**src/rtl/shifter_ll_seq.sv**
```systemverilog
// Multi-cycle logical left shifter: resolves one shift-amount bit per clock
// (stage k shifts by 2^k), valid/ready handshakes on input and output.
module shifter_ll_seq #(
  parameter int N  = 32,
  parameter int SW = 5
) (
  input  logic          clk,
  input  logic          rst,
  input  logic          in_valid,
  output logic          in_ready,
  input  logic [N-1:0]  a,
  input  logic [SW-1:0] s,
  output logic          out_valid,
  input  logic          out_ready,
  output logic [N-1:0]  y
);

  // Handshake rule (both sides): a transfer happens on a rising edge where
  // valid and ready are both high; the producer holds its payload stable
  // while valid is high and ready is low.

  localparam int KW   = $clog2(SW) + 1;
  localparam int LOGN = $clog2(N);

  typedef enum logic [1:0] {
    IDLE  = 2'd0,
    SHIFT = 2'd1,
    DONE  = 2'd2
  } state_t;

  state_t        state;
  state_t        state_next;
  logic [N-1:0]  acc;
  logic [N-1:0]  acc_next;
  logic [SW-1:0] sreg;
  logic [SW-1:0] sreg_next;
  logic [KW-1:0] k;
  logic [KW-1:0] k_next;

  logic          stage_bit;
  logic [N-1:0]  stage_val;

  // Stages whose distance 2^k reaches the width push every bit out.
  always_comb begin
    stage_bit = |(sreg & (SW'(1) << k));
    if (int'(k) >= LOGN) begin
      stage_val = '0;
    end else begin
      stage_val = acc << (32'd1 << k);
    end
  end

  assign in_ready  = (state == IDLE) & ~rst;
  assign out_valid = (state == DONE);
  assign y         = acc;

  always_comb begin
    state_next = state;
    acc_next   = acc;
    sreg_next  = sreg;
    k_next     = k;
    unique case (state)
      IDLE: begin
        if (in_valid && in_ready) begin
          acc_next   = a;
          sreg_next  = s;
          k_next     = '0;
          state_next = SHIFT;
        end
      end
      SHIFT: begin
        if (stage_bit) begin
          acc_next = stage_val;
        end
        k_next = k + KW'(1);
        if (k == KW'(SW - 1)) begin
          state_next = DONE;
        end
      end
      DONE: begin
        // acc is kept so y holds its last value after the handshake.
        if (out_ready) begin
          state_next = IDLE;
        end
      end
      default: begin
        state_next = IDLE;
      end
    endcase
  end

  always_ff @(posedge clk) begin
    if (rst) begin
      state <= IDLE;
      acc   <= '0;
      sreg  <= '0;
      k     <= '0;
    end else begin
      state <= state_next;
      acc   <= acc_next;
      sreg  <= sreg_next;
      k     <= k_next;
    end
  end

endmodule
```
**config.mk**
```make
export PLATFORM = sky130hd
export DESIGN_NAME = shifter_ll_seq
export DESIGN_NICKNAME = d
export VERILOG_FILES = /design/src/rtl/shifter_ll_seq.sv
export SDC_FILE = /design/constraint.sdc
export NUM_CORES = 1
export LEC_CHECK = 0
export BUFFER_PORTS_ARGS = -buffer_cell sky130_fd_sc_hd__buf_2
export CELL_PAD_IN_SITES_DETAIL_PLACEMENT = 1
export CELL_PAD_IN_SITES_GLOBAL_PLACEMENT = 2
export CORE_UTILIZATION = 35
export CTS_CLUSTER_DIAMETER = 120
export DETAILED_ROUTE_END_ITERATION = 10
export PLACE_DENSITY = 0.92
export SKIP_CTS_REPAIR_TIMING = 1
export SYNTH_ARGS = -nofsm -noshare
export SYNTH_HDL_FRONTEND = slang
export SYNTH_SLANG_ARGS = --single-unit
```
**constraint.sdc**
```tcl
create_clock -name clk -period 8.8 [get_ports clk]
set_clock_uncertainty 0.1 [all_clocks]
set_input_delay 0.88 -clock clk [delete_from_list [all_inputs] [get_ports clk]]
set_output_delay 0.88 -clock clk [all_outputs]
set_load 0.005 [all_outputs]
```
Yosys cells after proc, flatten, opt, wreduce, memory -nomap -nowiden:

Index checks and enable logic that the tools add are counted.

* $add $sub $neg: 1
* magnitude comparators: 1
* equality and inequality tests: 7
* shift-type cells: 3
* multiplexer cells: 10
* bitwise gates (word level): 3
* reduce and logical (&&, ||, !) cells: 8

Operators by type and width (count)
* 2-to-1 mux 32 bit: 3
* case mux 32 bit (2 select lines): 1
* left shift 1 x 4 -> 32 bit (first input constant): 1
* left shift 32 x 32 -> 32 bit: 1
* case mux 4 bit (2 select lines): 1
* 2-to-1 mux 2 bit: 3
* case mux 2 bit (3 select lines): 1
* AND reduction 3 bit: 2
* bitwise AND 5 bit: 1
* OR reduction 5 bit: 1
* left shift 1 x 4 -> 5 bit (first input constant): 1
* adder 4 x 1 -> 4 bit (second input constant): 1
* equality test 4 x 3 -> 1 bit (second input constant): 1
* >= comparator 4 x 3 -> 1 bit (second input constant): 1
* 2-to-1 mux 4 bit: 1
* inequality test 2 x 1 -> 1 bit (second input constant): 2
* inequality test 2 bit (second input constant): 2
* AND reduction 2 bit: 2
* equality test 2 x 1 -> 1 bit (second input constant): 1
* equality test 2 bit (second input constant): 1
* logical NOT 2 bit: 1
* nonzero test 2 bit: 1
* bitwise AND 1 bit: 1
* logical AND 1 bit: 1
* inverter 1 bit: 1

* register bits after elaboration: 43
* input port bits: 41
* output and inout bits: 34

Logic depth before layout (Yosys ltp):

* depth after elaboration: 5
* mapped depth: 12
* gate-level depth less buffers: 8

Worst setup path after synthesis:

OpenSTA, ideal clock, no wires.

* path type: register to register
* start point: reg k[2]
* end point: reg acc[21], in the netlist y[21]
* library setup time: 0.080 ns
* data arrival time: 2.771 ns
* required time: 8.620 ns
* setup slack: 5.849 ns
* cell stages (with the launch flop): 12
* period minus slack after synthesis: 2.951 ns
* cell sequence: dfxtp_1 buf_4 clkbuf_1 inv_1 ha_1 o31a_1 or3_4 buf_6 nor2_2 a22oi_1 a2111o_1 a211oi_2

* longest elaborated chain between the ends: 5
* elaborated cells on any way between the ends: 11
* those cells by class: order compare (1); eq/ne (1); shift (3); mux (3); bitwise (1); reduce/logical (2)

Ends and longest elaborated chain
* from (decl): line 37 `logic [KW-1:0] k;`
* from (signal assigned): line 102 `k <= k_next;`
* left shift 1 x 4 -> 32 bit or left shift 1 x 4 -> 5 bit (tied branches): line 49, 45
* left shift 32 x 32 -> 32 bit or bitwise AND 5 bit (tied branches): line 49, 45
* 2-to-1 mux 32 bit or OR reduction 5 bit (tied branches): line 46, 45
* 2-to-1 mux 32 bit or inequality test 2 bit (tied branches)
* case mux 32 bit (2 select lines) or AND reduction 3 bit (tied branches)
* to (signal assigned): line 100 `acc <= acc_next;`
* to (decl): line 33 `logic [N-1:0] acc;`

Parallel ways exist; a longest one is shown, timed or not. The select of a mux whose other input is x is not followed.
A chain may end at the register's enable or synchronous reset.

Final worst setup path:

* start point: reg k[0]
* end point: reg acc[21], in the netlist y[21]

The elaborated chain is that of the path after synthesis.

==> summary.txt <==
Avg Cell Area, Syn: 7.59 um2
Max VDD drop: 87.7 uV
Placer Congestion: 1.00
fmax: 252 MHz
ys flop type: dfxtp_1
Hold Slack: 0.369 ns
Finished Cell Area: 0.00494 mm2
I/O Buffers: 74
GR Overflow Total: 0
Post-synth EDFFs: 0
Final Non-Filler Cells: 786
Post-Syn Area: 0.00438 mm2
Vias: 5,215
Initial Utilization: 36.2%
crit path max fanout: 48
total negative slack: 0 ns
Setup CP Type: reg2reg
outcome: complete, no violations
row cnt: 40
fin crit period: 3.97 ns
# setup viols final: 0
syn_nets: 626
Area Overhead vs Synth: 12.6%
first-pass GRT wire length: 32,500 um
CTS max path bufs: 2
crit-path max cell delay: 0.81 ns
TritonCTS Buffers: 5
Startpoint Class: register
CP Capture Type: register
sequential fraction of the synthesis area: 19.6%
final slew viol count: 0
max-cap violations: 0
# nets final: 665
Post-Syn Instances: 578
worst rel slew slack: 22.3%
H-tree depth: 2
post-synthesis async set-or-reset flop share: 0%
commonest cells after routing, fill and taps aside: buf_2, nand2_1, nor2_1
Reg clk slew, reported paths: 0.07 ns
share of cells above drive strength 1: 21.0%
Hold Fails Final Rpt: 0
root buffer cell: clkbuf_16
most common cell after layout, fill and taps aside: buf_2
CP delay by family, top: multiplexers
die area: 0.0130 mm2
WP data arrival: 4.02 ns
Slew @ Worst Pin: 1.16 ns
worst hold path type: reg2reg
critical path's slowest cell: or3b_1
CTS Sinks: 43
Final period util: 45.1%
Distinct cells, synth: 77
WL/cell: 27.2 um
placed insts: 778
Final ANT Viol Nets: 0
pin count of the biggest net entering global routing: 55
GRT Total Usage: 33.3%
initial antenna violation count: 0
CP required: 8.86 ns
crit path buf inv count: 2
drt drc: 0
Power Total: 722 uW
vias in the first global route: 5,109
CTS tree: built
dpl cell area: 0.00479 mm2
crit-path most repeated cell: mux2i_1
CP cell instances: inv_1 > ha_2 > buf_4 > or3b_1 > mux2i_1 > mux2i_1 > mux2_2 > a221oi_1 > a211oi_2
PwrDens: 146 mW/mm2
iteration count of the initial detailed-routing pass: 6
Ports: 75
Antenna Cells: 0
unrepaired setup endpoints after global routing: no
DR vias/cell: 6.63
Fill cells: 1,546
Pleak: 2.04 nW
Seq cells post-synth: 43
HPWL Detailed: 15,400 um
Yosys Warn Count: 0
DRT iter0 DRCs: 798
worst skew pair latency: 0.30 ns
core box area: 0.0121 mm2
die width: 114 um
Die H: 114 um
Final Routed Wirelength: 21,400 um
## Yosys cell counts, drive strengths merged (6+ instances only)
cell type,n,share of area (%)
a211oi,17,3.1
a21oi,35,4.0
a221oi,13,2.7
a22oi,12,2.1
a2bb2oi,9,1.8
a31oi,8,1.3
and3,7,1.0
buf,31,4.3
clkbuf,23,2.0
dfxtp,43,20
ha,7,2.0
inv,10,0.86
mux2,8,2.1
mux2i,44,10
nand2,67,5.7
nand2b,9,1.3
nand3,10,1.1
nor2,55,4.9
nor2b,8,1.1
nor3,13,1.6
o211ai,7,1.2
o21ai,27,3.1
o221ai,8,1.6
o22ai,14,2.0
o2bb2ai,6,1.2
## path summary, 6_finish.rpt
kind,startpoint,to,slack (ns),depth (start not counted)
min reg2reg,sreg[1]$_SDFFE_PP0P_,sreg[1]$_SDFFE_PP0P_,0.37,2
max,k[0]$_SDFFE_PP0P_,y[21]$_SDFFE_PP0P_,4.83,9
max reg2reg,k[0]$_SDFFE_PP0P_,y[21]$_SDFFE_PP0P_,4.83,9
min,sreg[1]$_SDFFE_PP0P_,sreg[1]$_SDFFE_PP0P_,0.37,2
## sequential cells by signal, indices dropped and copies added, names as in the netlist
register and count:
y 32, k 4, sreg 5, state 2
## cell type report
class | instances | area [um2] | share of cell area, %
multi-input cells | 471 | 3220 | 65.3
flip-flops and latches | 43 | 861 | 17.4
repair buffers | 86 | 460 | 9.32
well taps | 168 | 210 | 4.26
clock buffers | 5 | 125 | 2.53
inverters | 10 | 37.5 | 0.760
clock inverters | 3 | 20.0 | 0.405
## metal layers
metal | wire [um] | GRT usage, %
met1 | 9130 | 47.5
met4 | 603 | 10.8
met2 | 9240 | 49.4
met3 | 2390 | 7.23
met5 | 0 | 0
## worst register-to-register path, cell delays in order (launching register included)
cell	delay (ns)
dfxtp_1	0.38
inv_1	0.16
ha_2	0.19
buf_4	0.50
or3b_1	0.84
mux2i_1	0.47
mux2i_1	0.12
mux2_2	0.36
a221oi_1	0.57
a211oi_2	0.13
## metrics by stage
step / utilization, % / setup slack (ns)
final: 40.8 / 4.83
after global placement: 39.6 / 5.19
after detailed placement: 39.6 / 5.03
after floorplan: - / 5.85
after global routing: 40.8 / 4.76
after CTS: 40.8 / 4.99
## where the power goes
| part | switching (mW) | leakage, nW | internal [mW] |
|---|---|---|---|
| clock | 0.0923 | 0.0658 | 0.105 |
| combinational | 0.165 | 1.62 | 0.105 |
| sequential | 0.0422 | 0.354 | 0.213 |
## logic make-up (layout without fill, tap and decap cells)
group	Yosys count	count (layout)	share of synthesized area (%)
compound gates	210	210	35.2
flops	43	43	19.6
fa+ha+maj	7	7	2.00
mux	54	54	13.2
buf+inv	64	104	7.08
simple gates	200	200	22.8
No activity file was read; power rests on OpenSTA's default activity.
